<file path="src/rtl/rom_port_arbiter.sv">
// Shares one single-port sync memory between a buffered download write stream and two round-robin CPU readers.
// Reads: req at IDLE edge k -> mem_re k+1 -> ack k+3; writes win at IDLE; dn_wr dropped (sticky flag) when the 2-deep FIFO is full.
module rom_port_arbiter #(
    parameter int AW          = 18,
    parameter int DW          = 8,
    parameter int HOLD_CYCLES = 16
) (
    input  logic          clk_sys,
    input  logic          reset_n,
    input  logic          dn_download,
    input  logic          dn_wr,
    input  logic [AW-1:0] dn_addr,
    input  logic [DW-1:0] dn_data,
    input  logic          cpu_req,
    input  logic [AW-1:0] cpu_addr,
    output logic          cpu_ack,
    output logic [DW-1:0] cpu_rdata,
    input  logic          snd_req,
    input  logic [AW-1:0] snd_addr,
    output logic          snd_ack,
    output logic [DW-1:0] snd_rdata,
    output logic [AW-1:0] mem_addr,
    output logic [DW-1:0] mem_din,
    output logic          mem_we,
    output logic          mem_re,
    input  logic [DW-1:0] mem_rdata,
    output logic          cpu_hold,
    output logic          dn_overflow
);

    typedef enum logic [2:0] {IDLE, WR, RD, RDW, ACK} state_t;

    typedef struct packed {
        logic [AW-1:0] addr;
        logic [DW-1:0] data;
    } wr_ent_t;

    localparam int HW = $clog2(HOLD_CYCLES + 1);

    state_t        state, state_nxt;
    wr_ent_t       fifo_mem [2];
    wr_ent_t       fifo_head;
    logic          fifo_wp, fifo_rp;
    logic [1:0]    fifo_cnt;
    logic          fifo_empty, fifo_full, fifo_pop, fifo_push;
    logic          req_any, start_rd, sel_snd, gnt_snd, rr_snd;
    logic          we_nxt, re_nxt, cpu_ack_nxt, snd_ack_nxt;
    logic          busy;
    logic [HW-1:0] hold_cnt;

    // Two-entry write buffer; a push into a full buffer survives only if the head pops in the same cycle.
    assign fifo_empty = (fifo_cnt == 2'd0);
    assign fifo_full  = (fifo_cnt == 2'd2);
    assign fifo_push  = dn_wr && (!fifo_full || fifo_pop);
    assign fifo_head  = fifo_mem[fifo_rp];

    always_ff @(posedge clk_sys or negedge reset_n) begin
        if (!reset_n) begin
            fifo_wp  <= 1'b0;
            fifo_rp  <= 1'b0;
            fifo_cnt <= 2'd0;
        end else begin
            if (fifo_push) fifo_wp <= ~fifo_wp;
            if (fifo_pop)  fifo_rp <= ~fifo_rp;
            case ({fifo_push, fifo_pop})
                2'b10:   fifo_cnt <= fifo_cnt + 2'd1;
                2'b01:   fifo_cnt <= fifo_cnt - 2'd1;
                default: fifo_cnt <= fifo_cnt;
            endcase
        end
    end

    always_ff @(posedge clk_sys) begin
        if (fifo_push) fifo_mem[fifo_wp] <= {dn_addr, dn_data};
    end

    always_ff @(posedge clk_sys or negedge reset_n) begin
        if (!reset_n) state <= IDLE;
        else          state <= state_nxt;
    end

    always_comb begin
        state_nxt = state;
        case (state)
            IDLE: begin
                if (!fifo_empty)  state_nxt = WR;
                else if (req_any) state_nxt = RD;
            end
            WR:      state_nxt = IDLE;
            RD:      state_nxt = RDW;
            RDW:     state_nxt = ACK;
            ACK:     state_nxt = IDLE;
            default: state_nxt = IDLE;
        endcase
    end

    assign req_any = cpu_req || snd_req;

    // With both requesting, serve whoever was not granted last (rr_snd=1 means sound was last).
    always_comb begin
        fifo_pop    = (state == IDLE) && !fifo_empty;
        start_rd    = (state == IDLE) && fifo_empty && req_any;
        sel_snd     = snd_req && (!cpu_req || !rr_snd);
        we_nxt      = fifo_pop;
        re_nxt      = start_rd;
        cpu_ack_nxt = (state == RDW) && !gnt_snd;
        snd_ack_nxt = (state == RDW) && gnt_snd;
    end

    always_ff @(posedge clk_sys or negedge reset_n) begin
        if (!reset_n) begin
            mem_we    <= 1'b0;
            mem_re    <= 1'b0;
            mem_addr  <= '0;
            mem_din   <= '0;
            cpu_ack   <= 1'b0;
            snd_ack   <= 1'b0;
            cpu_rdata <= '0;
            snd_rdata <= '0;
            gnt_snd   <= 1'b0;
            rr_snd    <= 1'b1;
        end else begin
            mem_we  <= we_nxt;
            mem_re  <= re_nxt;
            cpu_ack <= cpu_ack_nxt;
            snd_ack <= snd_ack_nxt;
            if (fifo_pop) begin
                mem_addr <= fifo_head.addr;
                mem_din  <= fifo_head.data;
            end else if (start_rd) begin
                mem_addr <= sel_snd ? snd_addr : cpu_addr;
                gnt_snd  <= sel_snd;
                rr_snd   <= sel_snd;
            end
            if (state == RDW) begin
                if (gnt_snd) snd_rdata <= mem_rdata;
                else         cpu_rdata <= mem_rdata;
            end
        end
    end

    always_ff @(posedge clk_sys or negedge reset_n) begin
        if (!reset_n)                          dn_overflow <= 1'b0;
        else if (dn_wr && fifo_full && !fifo_pop) dn_overflow <= 1'b1;
    end

    // Hold stays up while loading and for HOLD_CYCLES after the last buffered write leaves the FIFO.
    assign busy = dn_download || !fifo_empty;

    always_ff @(posedge clk_sys or negedge reset_n) begin
        if (!reset_n) begin
            hold_cnt <= HW'(HOLD_CYCLES);
            cpu_hold <= 1'b1;
        end else if (busy) begin
            hold_cnt <= HW'(HOLD_CYCLES);
            cpu_hold <= 1'b1;
        end else if (hold_cnt != '0) begin
            hold_cnt <= hold_cnt - 1'b1;
            cpu_hold <= (hold_cnt != HW'(1));
        end else begin
            cpu_hold <= 1'b0;
        end
    end

endmodule

</file>
<file path="config.mk">
export PLATFORM = sky130hd
export DESIGN_NAME = rom_port_arbiter
export DESIGN_NICKNAME = d
export VERILOG_FILES = /design/src/rtl/rom_port_arbiter.sv
export SDC_FILE = /design/constraint.sdc
export NUM_CORES = 1
export LEC_CHECK = 0
export CELL_PAD_IN_SITES_DETAIL_PLACEMENT = 0
export CELL_PAD_IN_SITES_GLOBAL_PLACEMENT = 2
export CORE_MARGIN = 2
export CORE_UTILIZATION = 38
export DETAILED_ROUTE_END_ITERATION = 8
export DONT_BUFFER_PORTS = 1
export HOLD_SLACK_MARGIN = 0.03
export PLACE_DENSITY = 0.85
export SETUP_SLACK_MARGIN = 0.15
export SYNTH_ARGS = -nofsm -noshare
export SYNTH_HDL_FRONTEND = slang
export SYNTH_SLANG_ARGS = --single-unit
</file>
<file path="constraint.sdc">
create_clock -name clk_sys -period 2.68 [get_ports clk_sys]
set_clock_uncertainty 0.2 [all_clocks]
set_input_delay 0.268 -clock clk_sys [delete_from_list [all_inputs] [get_ports clk_sys]]
set_output_delay 0.268 -clock clk_sys [all_outputs]
set_load 0.005 [all_outputs]
</file>
Yosys cells after proc, flatten, opt, wreduce, memory -nomap -nowiden
Memories as Yosys holds them, arrays and structs flattened. Cells that the tools add are included.

Register bits: 62. Bits in latches: 0. RAM bits: 52. Bits in read-only memories: 0. Output and inout port bits: 48. Memories kept: 1.

Memories: fifo_mem (depth 2, bits a word 26, read ports 1, clocked after Yosys merged registers in 0, wr ports 1, line 41) `wr_ent_t fifo_mem [2];`.

Add/sub/neg operators: 3. Multiply operators: 0. Div/mod/pow operators: 0. $lt $le $gt $ge: 0. Equality and inequality tests: 7. Shifts and indexed selects: 0. Mux-type cells: 13. Bitwise logic cells: 4. Reductions and logical operators: 28.

Operator list (count): $mux W18 (3); $mux W5 (2); $logic_and A1 B1 Y1 (9); $pmux W3 S3 (1); $eq A3 B2 Y1 const B (2); $logic_not A1 Y1 (6); $mux W3 (2); $reduce_and A2 Y1 (3); $reduce_bool A2 Y1 (3); $ne A5 B1 Y1 const B (1); $reduce_bool A5 Y1 (1); $sub A5 B1 Y5 const B (1); $eq A2 B2 Y1 const B (2); $logic_or A1 B1 Y1 (4); $mux W1 (4); $not A1 Y1 (4); $pmux W2 S2 (1); $logic_not A3 Y1 (1); $ne A3 B3 Y1 const B (1); $add A2 B1 Y2 const B (1); $eq A2 B1 Y1 const B (1); $logic_not A2 Y1 (1); $sub A2 B1 Y2 const B (1).

Logic depth before layout (Yosys ltp)
Gate-level depths: netlist of the first run.

Depth in word-level cells: 7. Mapped depth: 5. Depth with buffers taken out: 5.

Worst setup path after synthesis of the first run
OpenSTA, ideal clock, no wires.

Kind: reg2reg. From: reg state[1]. To: mem fifo_mem[0][0] (netlist name) (enable). Library setup time: 0.409 ns. Data arrival time: 1.976 ns. Data required time: 2.071 ns. Setup slack: 0.095 ns. Stages on the path, launching flop included: 4. Path buffers: 0. Clock period less this slack: 2.585 ns. Cell sequence: dfrtp_1 -> nor3_4 -> o31ai_1 -> nor2_1.

Longest elaborated chain between the ends: 6.

Ends and longest elaborated chain: start: declaration (line 40) `state_t state, state_nxt;`; start signal: assignment (line 79) `else state <= state_nxt;`; $logic_not A3 Y1 (line 101) `fifo_pop = (state == IDLE) && !fifo_empty;`; $logic_and A1 B1 Y1 (line 101); $logic_or A1 B1 Y1 (line 54) `assign fifo_push = dn_wr && (!fifo_full || fifo_pop);`; $logic_and A1 B1 Y1 (line 54); $mux W1 (line 74) `if (fifo_push) fifo_mem[fifo_wp] <= {dn_addr, dn_data};`; $mux W1 (implied by the code) (line 74); end: declaration (line 41).

Every way passes these cells.

Final worst setup path of the first run
From: reg rr_snd. To: reg mem_addr[10].

Longest elaborated chain between the ends: 6.

Ends and longest elaborated chain: start: declaration (line 46) `logic req_any, start_rd, sel_snd, gnt_snd, rr_snd;`; start signal: assignment (line 133) `rr_snd <= sel_snd;`; $logic_not A1 Y1 (line 103) `sel_snd = snd_req && (!cpu_req || !rr_snd);`; $logic_or A1 B1 Y1 (line 103); $logic_and A1 B1 Y1 (line 103); $mux W18 (line 131) `mem_addr <= sel_snd ? snd_addr : cpu_addr;`; $mux W18 (line 130) `end else if (start_rd) begin`; $mux W18 (line 127) `if (fifo_pop) begin`; end signal: assignment (line 128) `mem_addr <= fifo_head.addr;`; end signal: assignment (line 131); end: declaration (line 22) `output logic [AW-1:0] mem_addr,`.

Every way passes these cells. The select of a mux whose other input is x is not followed. A chain may end at the register's enable or synchronous reset.

==> impl_metrics.yaml, run 1 <==
outcome:
  status: "finished clean"
floorplanning:
  die_h_um: 115
  initial_utilization_pct: 38.8
  core_region_area_sq_um: 12000
  num_rows: 40
  die-area_sq_um: 13100
  pin_count: 124
  fp.dieW_um: 115
synth:
  yosys.area.top_type: "edfxtp_1"
  syn_area_per_cell_sq_um: 15.2
  netlist_area_sq_um: 4650
  yosysTopAreaCellShare_pct: 33.6
  synth_nets: 383
  ys_types: 44
  synthFlopType: "dfrtp_1"
  syn_inst: 305
  synth_edf_count: 52
  synth_warnings: 0
  netlist_top_cells_area: "edfxtp_1 34%, dfrtp_1 32%, mux2i_1 9.5%"
  post-synth-top-count-cell: "dfrtp_1"
  ys_top_cells_by_count: "59 x dfrtp_1, 52 x edfxtp_1, 44 x mux2i_1"
  synth_seq_cells: 114
  async_reset_ff_share_pct: 54.4
  ys_seq_area_share_pct: 67.1
drt:
  antenna_left: 0
  wl_mm: 10.4
  drt_iter0_markers: 198
  vias_per_cell: 5.31
  wl_per_cell_um: 18.8
  dr.pass1.iters: 4
  num_vias: 2951
  drc: 0
finish:
  synthToLayoutAreaGrowth_pct: 34.0
  regArea_sq_um: 3120
  finalNonFillerCells: 556
  drive_gt1_share_pct: 17.9
  fin_nets: 473
  fill_cells: 959
  multiInputGateArea_sq_um: 1370
timing:
  timing.setup.tns_ns: 0
  setup_viol: 0
  clock.fmax_mhz: 466
  fin_crit_ns: 2.15
  finalCritPeriodShare_pct: 80.1
  worstMarginPinSlew_ns: 0.563
  finalMaxSlewViolations: 0
  rsz0062_at_grt: "false"
  hold_violations: 0
  slew_headroom_pct: 62.2
critical_path:
  worstSetupEndpoint: "mem_addr[10]$_DFFE_PN0P_"
  critical_path_class: "reg2reg"
  cpPeakStageDelay_ns: 0.59
  reg2reg_depth: 5
  cp-start-kind: "flop"
  path_cells: "a21boi_2 -> buf_4 -> mux2i_1 -> dlygate4sd3_1 -> o221ai_1"
  worstPathRequired_ns: 2.75
  r2r_end: "mem_addr[10]$_DFFE_PN0P_"
  end_kind: "flop"
  rrSetupSlack_ns: 0.53
  crit_start: "rr_snd$_DFFE_PN1P_"
  r2r-start: "rr_snd$_DFFE_PN1P_"
  crit_slowest_cell: "dlygate4sd3_1"
  critPathMaxFanout: 18
  cp.arrival_ns: 2.22
grt:
  gr-usage-met3_pct: 4.61
  groute.usage.overall_pct: 16.6
  grtUsageMet2_pct: 29.5
  grt-ovfl-total: 0
  grt_use_met1_pct: 17.9
  grt.busiest_layer: "met2"
  grt_max_degree: 63
  antenna_found_initial: 1
  grt_pass1_wl_mm: 16.2
  grt_pass1_vias: 3203
placed_design:
  port-buffer-count: 0
  dp_cells: 446
  gp_congestion: 0.702
  dp_hpwl_mm: 6.13
worst_hold_path:
  hp-class: "in2reg"
  hp-start: "snd_req"
clocking:
  root_buffer: "clkbuf_16"
  insertion_delay_ns: 0.41
  tritoncts: "done"
  cts_buffer_depth: 2
  cts_setup_buffers: 0
  clk_pin_slew_ns: 0.05
  htree_levels: 4
  clock_sinks: 114
  cts_inserted_buffers: 17
run:
  cap_violations: 0
power:
  p_per_area_nw_per_um2: 1160
  peakVddDrop_mv: 0.475
  leakage_nw: 2.52
cell usage in the layout (no fill, tap or decap), drive strengths merged, types with 5 or more instances in the layout:
master and count:
buf 12, clkbuf 17, clkinv 7, dfrtp 59
dlygate4sd3 76, edfxtp 52, inv 12, mux2 16
mux2i 44, nor2 5, o21ai 36, o221ai 18
state kept, by name, indices dropped and copies added (netlist names), 2 cells and up:
register and count:
fifo_mem 52, mem_addr 18, cpu_rdata 8, mem_din 8, snd_rdata 8, hold_cnt 5, state 3, fifo_cnt 2
cells by family (layout without fill, tap and decap cells):
logic type | Yosys count | in the layout | synth area share (%)
compound gates | 72 | 72 | 10.2
xor+xnor | 5 | 5 | 0.943
fa+ha+maj | 2 | 2 | 0.539
buf+inv | 28 | 131 | 3.45
flops | 114 | 114 | 67.1
mux | 60 | 60 | 14.0
other cells | 0 | 1 | 0
simple gates | 24 | 24 | 3.77
timing repair:
action	in CTS	in global routing
resized for setup	0	0
endpoints found under the hold margin	161	0
hold buffers	77	0
worst min path at each step:
stage	slack (ns)	to	cells after the start
global placement	-0.23	mem_din[7]$_DFFE_PN0N_	0
finish	0.18	mem_addr[8]$_DFFE_PN0P_	4
CTS	0.14	mem_addr[16]$_DFFE_PN0P_	4
detailed placement	-0.23	mem_din[2]$_DFFE_PN0N_	0
floorplan	-0.23	cpu_ack$_DFF_PN0_	0
global route	0.18	mem_addr[8]$_DFFE_PN0P_	4
critical path: cells and delay by family, from the launching register on:
kind                   cells  cell delay [ns]
AOI/OAI and AO/OA          2             0.21
buffers and inverters      2             0.94
DFF                        1             0.37
muxes                      1             0.28
power breakdown:
part	total, mW	switching (mW)	internal (mW)	leakage (nW)
clock	2.37	0.809	1.56	0.300
combinational	1.90	1.01	0.893	0.978
sequential	2.94	0.432	2.51	1.24
total	7.21	2.25	4.96	2.52
layout make-up:
cell class              instances  area share [%]
repair buffers                 88            14.0
clock buffers                  17            6.84
flip-flops and latches        114            50.1
well taps                     147            2.96
inverters                      11           0.663
diodes                          1          0.0402
multi-input cells             163            22.1
clock inverters                15            3.36
metal layers:
layer	wire, um	vias up	part of all wire, %
met4	119	0	1.1
li1	-	1362	-
met2	5790	91	55
met3	419	7	4.0
met1	4110	1491	39
met5	0	-	0
metrics by stage:
stage / hold slack, ns / power, mW / worst slack [ns] / utilization (%) / instance area, sq um
CTS: 0.144 / 7.28 / 0.582 / 52.0 / 6220
global route: 0.177 / 7.62 / 0.422 / 52.0 / 6220
finish: 0.181 / 7.21 / 0.533 / 52.0 / 6220
global placement: -0.226 / 4.61 / 0.716 / 40.1 / 4800
detailed placement: -0.227 / 4.69 / 0.684 / 40.1 / 4800
floorplan: -0.228 / 4.25 / 0.0948 / - / 4650
No activity file was read; power rests on OpenSTA's default activity.
==> inputs of run 2 (changes only) <==
clock period = 1.82 ns   (was 2.68 ns; I/O delays follow)
==> impl_metrics.yaml, run 2 (synthesized netlist as in run 1, its figures left out) <==
power:
  peakVddDrop_mv: 0.755
  leakage_nw: 2.64
  power_mw: 11.2
  p_per_area_nw_per_um2: 1730
outcome:
  violations: "hold timing"
  status: "finished, violations left"
clocking:
  htree_levels: 4
  clk_pin_slew_ns: 0.05
  cts_hold_buf: 73
  cts_buffer_depth: 2
  cts_inserted_buffers: 17
  root_buffer: "clkbuf_16"
  insertion_delay_ns: 0.41
  tritoncts: "done"
  clock_sinks: 114
finish:
  regMostFlops: "fifo_mem"
  final_cell_mix: "73 x dlygate4sd3_1, 56 x dfrtp_1, 52 x edfxtp_1"
  finalNonFillerCells: 575
  fin_nets: 493
  synthToLayoutAreaGrowth_pct: 39.6
  reg_top3: "fifo_mem x52, mem_addr x18"
  n_antenna_cell: 0
  largest_register_ffs: 52
  drive_gt1_share_pct: 25.7
  fill_cells: 982
  final_common_cell: "dlygate4sd3_1"
grt:
  grt_max_degree: 63
  groute.usage.overall_pct: 18.3
  antenna_found_initial: 0
  grt-ovfl-total: 0
  grt_pass1_vias: 3286
  grt_pass1_wl_mm: 17.5
timing:
  rsz0062_at_grt: "true"
  hold_slack_ns: -0.738
  clock.fmax_mhz: 572
  finalCritPeriodShare_pct: 96.1
  worstMarginPinSlew_ns: 0.390
  slew_headroom_pct: 73.8
  setup_slack_ns: 0.0713
  fin_crit_ns: 1.75
  hold_violations: 66
  finalMaxSlewViolations: 0
  setup_viol: 0
critical_path:
  cp.arrival_ns: 1.84
  cp-start-kind: "flop"
  critical_path_class: "reg2reg"
  end_kind: "flop"
  worstPathRequired_ns: 1.92
  rrSetupSlack_ns: 0.07
  critPathMaxFanout: 5
drt:
  vias_per_cell: 5.30
  dr.pass1.iters: 4
  drc: 0
  wl_mm: 11.3
  antenna_left: 0
  drt_iter0_markers: 168
  wl_per_cell_um: 19.6
  num_vias: 3049
floorplanning:
  pin_count: 124
  num_rows: 40
  die_h_um: 115
  die-area_sq_um: 13100
  core_region_area_sq_um: 12000
  fp.dieW_um: 115
  initial_utilization_pct: 38.8
placed_design:
  port-buffer-count: 0
  gp_congestion: 0.709
  dp_hpwl_mm: 6.37
  dp_slack_ns: 0.0648
  dp_cells: 452
run:
  cap_violations: 0
worst_hold_path:
  hp-class: "in2async"
## run 2: cell count changes in the layout (fill, tap and decap cells not counted), sizes merged, moves of 2 or more
cell | previous run | this run
dlygate4sd3 | 76 | 73
buf | 12 | 33
clkbuf | 17 | 20
clkinvlp | 3 | 1
or3 | 2 | 4
## run 2: per-layer routing
metal / up-vias / track usage (%) / share of wire (%)
met4: 0 / 9.11 / 1.9
met1: 1535 / 19.8 / 39
met2: 104 / 31.7 / 54
li1: 1393 / - / -
met5: - / 0 / 0
met3: 17 / 6.56 / 4.8
## run 2: path summary, 6_finish.rpt
path / start / endpoint / depth (start not counted)
max in group asynchronous: reset_n / hold_cnt[4]$_DFFE_PN1P_ / 0
worst min register to register: hold_cnt[4]$_DFFE_PN1P_ / hold_cnt[4]$_DFFE_PN1P_ / 2
worst min-delay path: reset_n / hold_cnt[0]$_DFFE_PN0P_ / 0
min in group clk_sys: dn_wr / dn_overflow$_DFFE_PN0P_ / 1
worst max-delay path: hold_cnt[1]$_DFFE_PN0P_ / hold_cnt[3]$_DFFE_PN0P_ / 5
worst max register to register: hold_cnt[1]$_DFFE_PN0P_ / hold_cnt[3]$_DFFE_PN0P_ / 5
## run 2: metrics by stage
step	setup TNS [ns]	utilization [%]	instance area (sq um)
3_3_place_gp	0	41.1	4910
4_1_cts	0	53.6	6410
2_1_floorplan	-2.99	-	4680
5_1_grt	0	54.2	6480
3_5_place_dp	0	41.1	4910
6_report	0	54.2	6480
## run 2: worst max-delay path: stages, from the launching register on
cell and delay [ns]:
dfrtp_1 0.41, inv_2 0.10, ha_4 0.13, or4b_4 0.51
or4b_4 0.24, a21oi_2 0.04
## run 2: layout make-up
cell class | instances | area [sq um] | area share (%)
clock buffer | 20 | 447 | 6.89
clock inverter | 12 | 164 | 2.53
inverter | 11 | 41.3 | 0.637
multi-input combinational | 165 | 1480 | 22.9
sequential | 114 | 3120 | 48.1
tap | 147 | 184 | 2.84
timing repair buffer | 106 | 1050 | 16.1
## run 2: what timing repair did
item,CTS,global route
gates cloned,2,1
endpoints found under the hold margin,214,118
resized for setup,19,18
buffers inserted,11,4
endpoints found under the setup margin,85,95
pin swaps,5,9
## run 2: power breakdown
group | total [mW] | leakage (nW) | switching (mW) | internal, mW
registers | 4.34 | 1.24 | 0.647 | 3.70
logic | 3.42 | 1.10 | 1.71 | 1.71
clock network | 3.43 | 0.299 | 1.12 | 2.30
total | 11.2 | 2.64 | 3.48 | 7.71
==> inputs of run 3 (changes only) <==
CELL_PAD_IN_SITES_DETAIL_PLACEMENT = default   (was 0)
CELL_PAD_IN_SITES_GLOBAL_PLACEMENT = default   (was 2)
CORE_ASPECT_RATIO = 0.9   (was default)
CORE_UTILIZATION = 40   (was 38)
PLACE_DENSITY = 0.67   (was 0.85)
SETUP_SLACK_MARGIN = default   (was 0.15)
==> impl_metrics.yaml, run 3 (synthesized netlist as in run 1, its figures left out) <==
clocking:
  tritoncts: "done"
  root_buffer: "clkbuf_16"
  cts_buffer_depth: 2
  htree_levels: 4
  clk_pin_slew_ns: 0.05
  cts_inserted_buffers: 17
  insertion_delay_ns: 0.41
  clock_sinks: 114
critical_path:
  end_kind: "flop"
  cp-start-kind: "flop"
  worstPathRequired_ns: 1.73
  critical_path_class: "reg2reg"
  critPathMaxFanout: 13
  cp.arrival_ns: 1.67
drt:
  num_vias: 2992
  dr.pass1.iters: 4
  wl_per_cell_um: 18.4
  drt_iter0_markers: 168
  antenna_left: 0
  vias_per_cell: 5.20
  wl_mm: 10.6
  drc: 0
worst_hold_path:
  hp-class: "in2reg"
timing:
  fin_crit_ns: 1.77
  setup_slack_ns: 0.0524
  finalCritPeriodShare_pct: 97.1
  worstMarginPinSlew_ns: 0.514
  hold_violations: 0
  finalMaxSlewViolations: 0
  clock.fmax_mhz: 566
  setup_viol: 0
  timing.setup.tns_ns: 0
  slew_headroom_pct: 65.6
  hold_slack_ns: 0.101
floorplanning:
  fp.dieW_um: 118
  num_rows: 37
  die_h_um: 106
  core_region_area_sq_um: 11400
  pin_count: 124
  initial_utilization_pct: 40.8
  die-area_sq_um: 12500
finish:
  fin_nets: 484
  fin_util_pct: 55.8
  regMostFlops: "fifo_mem"
  largest_register_ffs: 52
  reg_top3: "fifo_mem x52, mem_addr x18"
  n_antenna_cell: 0
  synthToLayoutAreaGrowth_pct: 36.9
  final_cell_mix: "75 x dlygate4sd3_1, 56 x dfrtp_1, 52 x edfxtp_1"
  finalNonFillerCells: 575
  final_common_cell: "dlygate4sd3_1"
  design_area_sq_um: 6360
  drive_gt1_share_pct: 20.5
  fill_cells: 935
placed_design:
  dp_hpwl_mm: 6.24
  dp_cells: 462
  dp_slack_ns: 0.0366
  port-buffer-count: 0
  gp_congestion: 0.702
  placed_area_sq_um: 4940
grt:
  grt-ovfl-total: 0
  grt_max_degree: 63
  grt_pass1_vias: 3199
  antenna_found_initial: 0
  groute.usage.overall_pct: 17.7
  grt_pass1_wl_mm: 16.8
power:
  power_mw: 10.7
  leakage_nw: 2.58
  peakVddDrop_mv: 0.725
  p_per_area_nw_per_um2: 1680
outcome:
  status: "finished clean"
run:
  cap_violations: 0
run 3: power breakdown:
part | total [mW] | switching (mW) | internal [mW]
logic | 3.13 | 1.60 | 1.53
clock network | 3.23 | 1.10 | 2.13
registers | 4.31 | 0.615 | 3.70
total | 10.7 | 3.31 | 7.36
run 3: final timing paths:
path | slack [ns] | from | to | cells after the start
max | 0.05 | state[2]$_DFFE_PN0P_ | fifo_mem[1][14]$_DFFE_PP_ | 5
max reg2reg | 0.05 | state[2]$_DFFE_PN0P_ | fifo_mem[1][14]$_DFFE_PP_ | 5
min reg2reg | 0.29 | hold_cnt[4]$_DFFE_PN1P_ | hold_cnt[4]$_DFFE_PN1P_ | 2
min | 0.10 | cpu_req | mem_addr[4]$_DFFE_PN0P_ | 4
min in group asynchronous | 0.14 | reset_n | mem_din[0]$_DFFE_PN0N_ | 2
max in group asynchronous | 0.97 | reset_n | cpu_hold$_DFF_PN1_ | 2
run 3: layer usage:
| layer | vias to the layer above | global-route usage, % | wire length, um | part of all wire, % |
|---|---|---|---|---|
| met3 | 9 | 5.36 | 578 | 5.5 |
| met2 | 112 | 30.6 | 5650 | 53 |
| met5 | - | 0 | 0 | 0 |
| met1 | 1500 | 19.9 | 4230 | 40 |
| li1 | 1371 | - | - | - |
| met4 | 0 | 9.38 | 132 | 1.2 |
run 3: layout make-up:
| type | count | area, sq um | share of cell area (%) |
|---|---|---|---|
| clock inverter | 12 | 140 | 2.20 |
| inverter | 11 | 41.3 | 0.649 |
| multi-input combinational | 163 | 1410 | 22.1 |
| sequential | 114 | 3120 | 49.1 |
| timing repair buffer | 99 | 1020 | 16.0 |
| clock buffer | 20 | 437 | 6.87 |
| tap | 156 | 195 | 3.07 |
run 3: repair_timing:
| item | in CTS | in global routing |
|---|---|---|
| setup endpoints to repair | 0 | 25 |
| hold endpoints to repair | 160 | 0 |
| resized for setup | 0 | 7 |
| hold buffers | 76 | 0 |
| setup buffers | 0 | 4 |
run 3: worst max-delay path: stages (launching register included):
cell and delay, ns:
dfrtp_2 0.45, nor3_4 0.20, buf_4 0.14, o31ai_4 0.08, nor2_4 0.20, clkbuf_16 0.20
